==> config.mk <==
export PLATFORM = sky130hd
export DESIGN_NAME = instr_fetch
export DESIGN_NICKNAME = d
export VERILOG_FILES = /design/src/rtl/cpu_pkg.sv /design/src/rtl/fetch_fifo.sv /design/src/rtl/instr_fetch.sv
export SDC_FILE = /design/constraint.sdc
export NUM_CORES = 1
export LEC_CHECK = 0
export BUFFER_PORTS_ARGS = -buffer_cell sky130_fd_sc_hd__buf_2
export CORE_MARGIN = 2
export CORE_UTILIZATION = 54
export CTS_CLUSTER_SIZE = 14
export DETAILED_ROUTE_END_ITERATION = 8
export HOLD_SLACK_MARGIN = 0.08
export PLACE_DENSITY = 0.79
export SETUP_SLACK_MARGIN = 0.5
export SLEW_MARGIN = 0
export SYNTH_ARGS = -nofsm -noshare
export SYNTH_HDL_FRONTEND = slang
export SYNTH_SLANG_ARGS = --single-unit
==> constraint.sdc <==
create_clock -name clk -period 1.75 [get_ports clk]
set_input_delay 0.175 -clock clk [delete_from_list [all_inputs] [get_ports clk]]
set_output_delay 0.175 -clock clk [all_outputs]
set_load 0.03 [all_outputs]
==> src/rtl/cpu_pkg.sv <==
// -----------------------------------------------------------------------------
// cpu_pkg
// Shared constants and types for the CPU front end.
//   CPU_A_W      : default ROM address / PC width
//   CPU_D_W      : default instruction word width
//   CPU_RESET_PC : PC value loaded on reset
//   fetch_entry_t: one instruction-buffer entry {pc, word}
// -----------------------------------------------------------------------------
package cpu_pkg;

    localparam int CPU_A_W      = 4;
    localparam int CPU_D_W      = 18;
    localparam int CPU_RESET_PC = 0;

    typedef struct packed {
        logic [CPU_A_W-1:0] pc;
        logic [CPU_D_W-1:0] word;
    } fetch_entry_t;

endpackage

==> src/rtl/fetch_fifo.sv <==
// -----------------------------------------------------------------------------
// fetch_fifo
// Small synchronous FIFO holding fetched instructions. The head entry is
// readable combinationally so that a push becomes visible one cycle later.
// Ports:
//   clk, rst_n   : clock, asynchronous active-low reset
//   i_push       : write i_wr_data at the tail
//   i_pop        : drop the head entry
//   i_flush      : empty the FIFO (overrides push/pop)
//   i_wr_data    : entry to push
//   o_rd_data    : head entry, zero when empty
//   o_count      : number of valid entries (0..DEPTH)
// -----------------------------------------------------------------------------
module fetch_fifo #(
    parameter int W     = 22,
    parameter int DEPTH = 2
) (
    input  logic                     clk,
    input  logic                     rst_n,
    input  logic                     i_push,
    input  logic                     i_pop,
    input  logic                     i_flush,
    input  logic [W-1:0]             i_wr_data,
    output logic [W-1:0]             o_rd_data,
    output logic [$clog2(DEPTH):0]   o_count
);

    localparam int PW = $clog2(DEPTH);
    localparam int CW = PW + 1;

    logic [W-1:0]  r_mem [DEPTH];
    logic [PW-1:0] r_wr_ptr;
    logic [PW-1:0] r_rd_ptr;
    logic [CW-1:0] r_count;

    logic w_empty;
    logic w_full;
    logic w_do_pop;
    logic w_do_push;

    assign w_empty   = (r_count == '0);
    assign w_full    = (r_count == CW'(DEPTH));
    // Ignore illegal requests; a push into a full FIFO is fine if the head leaves.
    assign w_do_pop  = i_pop & ~w_empty;
    assign w_do_push = i_push & (~w_full | w_do_pop);

    always_ff @(posedge clk or negedge rst_n) begin
        if (!rst_n) begin
            for (int i = 0; i < DEPTH; i++) begin
                r_mem[i] <= '0;
            end
            r_wr_ptr <= '0;
            r_rd_ptr <= '0;
            r_count  <= '0;
        end else if (i_flush) begin
            r_wr_ptr <= '0;
            r_rd_ptr <= '0;
            r_count  <= '0;
        end else begin
            if (w_do_push) begin
                r_mem[r_wr_ptr] <= i_wr_data;
                r_wr_ptr        <= r_wr_ptr + 1'b1;
            end
            if (w_do_pop) begin
                r_rd_ptr <= r_rd_ptr + 1'b1;
            end
            case ({w_do_push, w_do_pop})
                2'b10:   r_count <= r_count + 1'b1;
                2'b01:   r_count <= r_count - 1'b1;
                default: r_count <= r_count;
            endcase
        end
    end

    assign o_rd_data = w_empty ? '0 : r_mem[r_rd_ptr];
    assign o_count   = r_count;

endmodule

==> src/rtl/instr_fetch.sv <==
// -----------------------------------------------------------------------------
// instr_fetch
// Fetch stage in front of the program ROM. Owns the PC, reads the ROM with
// zero-latency combinational data, and buffers {pc, word} entries for decode
// behind a valid/ready handshake. A redirect flushes the buffer and reloads PC.
// Optional feature macro: INSTR_FETCH_PERF_EN adds stall_cnt, a saturating
// count of cycles where fetch was wanted but the buffer blocked it.
// Ports:
//   clk, rst_n          : clock, asynchronous active-low reset
//   fetch_en            : allow new ROM reads
//   rom_addr/rom_data   : ROM address (= PC) and combinational read data
//   rom_cs/rom_oe       : ROM strobes, high in issue cycles
//   rom_we              : tied low
//   redirect_valid/_pc  : branch redirect request and target
//   instr_valid/_ready  : handshake towards decode
//   instr_data/instr_pc : head instruction word and its address (0 if empty)
//   stall_cnt           : (INSTR_FETCH_PERF_EN only) backpressure cycle count
// -----------------------------------------------------------------------------
module instr_fetch
    import cpu_pkg::*;
#(
    parameter int A_W      = CPU_A_W,
    parameter int D_W      = CPU_D_W,
    parameter int DEPTH    = 2,
    parameter int RESET_PC = CPU_RESET_PC
) (
    input  logic           clk,
    input  logic           rst_n,
    input  logic           fetch_en,
    output logic [A_W-1:0] rom_addr,
    input  logic [D_W-1:0] rom_data,
    output logic           rom_cs,
    output logic           rom_oe,
    output logic           rom_we,
    input  logic           redirect_valid,
    input  logic [A_W-1:0] redirect_pc,
    output logic           instr_valid,
    input  logic           instr_ready,
    output logic [D_W-1:0] instr_data,
`ifdef INSTR_FETCH_PERF_EN
    output logic [15:0]    stall_cnt,
`endif
    output logic [A_W-1:0] instr_pc
);

    localparam int CW = $clog2(DEPTH) + 1;

    logic [A_W-1:0]     r_pc;
    logic [CW-1:0]      w_count;
    logic [A_W+D_W-1:0] w_head;
    logic               w_full;
    logic               w_pop;
    logic               w_issue;

    assign w_full      = (w_count == CW'(DEPTH));
    assign instr_valid = (w_count != '0);
    assign w_pop       = instr_valid & instr_ready;
    // rst_n gates the strobes so they fall the instant reset asserts.
    assign w_issue     = rst_n & fetch_en & ~redirect_valid & (~w_full | w_pop);

    assign rom_addr = r_pc;
    assign rom_cs   = w_issue;
    assign rom_oe   = w_issue;
    assign rom_we   = 1'b0;

    always_ff @(posedge clk or negedge rst_n) begin
        if (!rst_n) begin
            r_pc <= A_W'(RESET_PC);
        end else if (redirect_valid) begin
            r_pc <= redirect_pc;
        end else if (w_issue) begin
            r_pc <= r_pc + 1'b1;
        end
    end

    fetch_fifo #(
        .W     (A_W + D_W),
        .DEPTH (DEPTH)
    ) u_fifo (
        .clk       (clk),
        .rst_n     (rst_n),
        .i_push    (w_issue),
        .i_pop     (w_pop),
        .i_flush   (redirect_valid),
        .i_wr_data ({r_pc, rom_data}),
        .o_rd_data (w_head),
        .o_count   (w_count)
    );

    // The FIFO already returns zero when empty.
    assign instr_pc   = w_head[A_W+D_W-1:D_W];
    assign instr_data = w_head[D_W-1:0];

`ifdef INSTR_FETCH_PERF_EN
    logic [15:0] r_stall_cnt;

    always_ff @(posedge clk or negedge rst_n) begin
        if (!rst_n) begin
            r_stall_cnt <= '0;
        end else if (fetch_en && !redirect_valid && !w_issue && r_stall_cnt != 16'hFFFF) begin
            r_stall_cnt <= r_stall_cnt + 16'd1;
        end
    end

    assign stall_cnt = r_stall_cnt;
`endif

endmodule

==> run summary <==
After global routing, the most crowded layer is met2. The most instantiated library cell after synthesis is dfrtp_1. The final RePlAce weighted congestion came out at 0.7817. Antenna cell count: 0. The number of vias per cell after detailed routing is 5.464. The flow ran to the end, and the final reports show no timing, DRC or antenna violations. Between clock sinks in the finished design, the worst skew comes to 0.007827 ns. The floorplan has 24 rows.

The critical path data required time was 1.57 ns; the post-detailed-route DRC marker count was 0. The die covers 0.005287 mm². The total overflow left after global routing is 0. HPWL after detailed placement: 3402 µm. The post-route fraction of the period consumed by the critical path was 97.01%; the number of synthesized flops with an enable pin was 0. Total vias in the final route: 1,814.

Based on the critical path, the design can be clocked at up to 589.0 MHz. Final antenna-violating net count: 0. Setup repair after global routing could not meet its margin everywhere. Final cell count without fillers: 332. For this run, the share of the core covered by cells in the final layout is 79.17%.

The tools report the clock root buffer master as clkbuf_8. Each instance of the synthesized netlist takes up on average 13.08 µm². Global routing used 4.558% of the available met3 tracks. The first-pass iteration count of the detailed router is 4.

The die outline height works out to 72.72 µm. The tools report the critical path capture point type as an output port. The number of global-route vias before repair was 1,820. The tools report the global-route track usage on met1 as 31.47%. The final hold violation count was 0. The proportion of netlist area held by the largest area contributor came out at 51.03%.

The cell count after synthesis came out at 195. Fraction of met2 tracks used by global routing: 36.97%. After routing, the total negative slack on setup checks comes to 0 ns.

Once placement completed, the tool counted placed cells totaling 300. In the synthesized netlist the async set-or-reset flop fraction comes to 100.0%. Start-to-end type of the worst setup path: reg -> out. The first global-routing pass estimated 9142 µm of wire. The top fanout value on the critical path was 12; the number of antenna violations at the first check in global routing was 0.

The Yosys step of the flow raised 0 warnings. For the pin with the worst max-slew slack, the measured transition is 0.8518 ns. The post-synthesis instance area came out at 0.002550 mm². Summing all placed instances gives a cell area of 0.003053 mm².

Of all cell types, the one taking the most synthesized area is dfrtp_1. The die boundary width came out at 72.72 µm. The commonest cells after synthesis are dfrtp_1, nor2_1, mux2_2.

The worst-case setup slack after placement came out at 0.1187 ns. The setup violation total in the final timing report is 0, and the CTS clock-pin slew for the worst setup and hold paths is 0.09 ns. The total nets after synthesis was 223. Across the VDD grid, the largest voltage drop is 0.7861 mV.

TritonCTS built the clock tree. The floorplan step defined a core boundary enclosing 0.004444 mm². The tools report the count of final max-slew check failures as 0. The initial utilization of the core area, before any placement, comes to 57.38%. Summed over all cells, the static leakage comes to 1.722 nW. Final period demand of the worst path: 1.698 ns. The tools report the critical path launch point type as a register. The post-route standard cell area excluding fillers came out at 0.003518 mm². Input and output buffers added on the ports amount to 55.

Max-cap violations in this run came to 0. For this design the top-level I/O count stands at 57. The synthesis-stage register bit count was 52; the portion of the post-synthesis area used by sequential elements was 51.03%. The wire length per cell was 18.33 µm. The worst path meets setup with 0.05228 ns of slack. The maximum count of clock buffers along a single path is 2, and the count of distinct cell types in the synthesized netlist is 29. Dividing total power by cell area gives a power density of 967.4 mW/mm². The worst min-delay path category is in -> reg. The final layout contains 307 nets. Data on the critical path arrives at its endpoint at 1.52 ns. By area the synthesized netlist is led by dfrtp_1, mux2_4, mux2_2, mux2i_1, nor2_1.

The clock latency on the worst-skew pair is 0.31 ns, and the number of CTS-inserted buffers is 5. Entering global routing, the biggest net connects 34 pins. Wires add up to 6084 µm. For this block, the initial DRC count from the detailed router was 67. The clock drives 52 sinks.

In this run the tightest slew margin relative to its limit is 43.21%. Global routing used 23.05% of the available tracks across all layers. The signed area change from the synthesized netlist to the final layout was 37.98%; the H-tree depth reported by CTS was 2. Cells with a size suffix above 1 make up 60.71% of the layout. In the synthesized netlist the dominant register cell turns out to be dfrtp_1.
[per-layer routing]
metal / wire, µm / vias to the layer above
li1: - / 842
met4: 95 / 0
met1: 2634 / 903
met2: 3034 / 62
met5: 0 / -
met3: 320 / 7
[sequential cells by signal (all words and copies together) (netlist names)]
register and cells:
u_fifo.r_wr_ptr 1, u_fifo.o_count 2, u_fifo.r_mem 44, u_fifo.r_rd_ptr 1
rom_addr 4
[layout make-up]
type                            instances  area (µm²)
Clock buffer                            6       72.57
Sequential cell                        52        1306
Fill cell                             267       925.9
Inverter                                3       11.26
Timing Repair Buffer                   89       732.0
Clock inverter                          2       16.27
Multi-Input combinational cell        128        1315
Tap cell                               52       65.06
[per-stage QoR]
stage          hold WS, ns  power [mW]
2_1_floorplan      -0.1206       2.384
3_3_place_gp        0.2350       2.590
3_5_place_dp        0.2304       2.624
4_1_cts            0.08245       3.356
5_1_grt            0.08599       3.568
6_report           0.08627       3.404
[path summary, 6_finish.rpt]
kind | cells after the start | slack (ns) | end | start
max | 5 | 0.05 | instr_pc[1] | u_fifo.o_count[0]
min | 2 | 0.09 | rom_addr[3] | redirect_pc[3]
max reg2reg | 6 | 0.07 | u_fifo.r_mem[0] | u_fifo.o_count[1]
min reg2reg | 1 | 0.51 | u_fifo.r_mem[24] | u_fifo.r_mem[24]
max in group asynchronous | 3 | 0.82 | rom_addr[1] | rst_n
min in group asynchronous | 3 | 0.10 | u_fifo.r_mem[37] | rst_n
[cell usage in the layout (no fill, tap or decap), types with 3 or more instances in the layout]
cell type and instances:
buf_4 11, mux2i_1 23, nor2_1 4, dfrtp_1 48
mux2_4 43, nor2_2 20, o21ai_1 3, buf_6 9
buf_2 53, nand2_1 6, xnor2_1 3, clkbuf_8 5
dlygate4sd3_1 3, o21ai_0 4, buf_8 4, buf_12 5
dfrtp_2 4
[what timing repair did]
action,4_1_cts,5_1_grt
resized for setup,22,14
hold buffers,4,0
setup buffers,7,8
cloned,4,1
pin swaps,4,4
endpoints found under the setup margin,76,96
hold endpoints to repair,22,0
[power breakdown]
group | switching [mW] | internal, mW | leakage [nW]
clock | 0.405 | 0.285 | 0.0414
combinational | 0.433 | 0.584 | 1.04
sequential | 0.203 | 1.49 | 0.636
total | 1.04 | 2.36 | 1.72
[cells by family (layout without fill, tap and decap cells)]
kind of cell | Yosys count | after routing | share of synthesized area (%)
AOI/OAI and AO/OA | 10 | 10 | 2.110
xor gates and xnor gates | 5 | 5 | 1.718
buffers and inverters | 15 | 100 | 3.778
muxes | 68 | 68 | 31.84
and+or+nand+nor | 43 | 43 | 8.882
DFF | 52 | 52 | 51.03
adders and majority gates | 1 | 1 | 0.4906
other | 1 | 1 | 0.1471
[critical path: stages (launching register included)]
cell and delay (ns):
dfrtp_2 0.43, buf_4 0.16, nor2_4 0.17, buf_12 0.18
nor2_1 0.08, buf_2 0.18
Power figures use the tool's default switching activity.
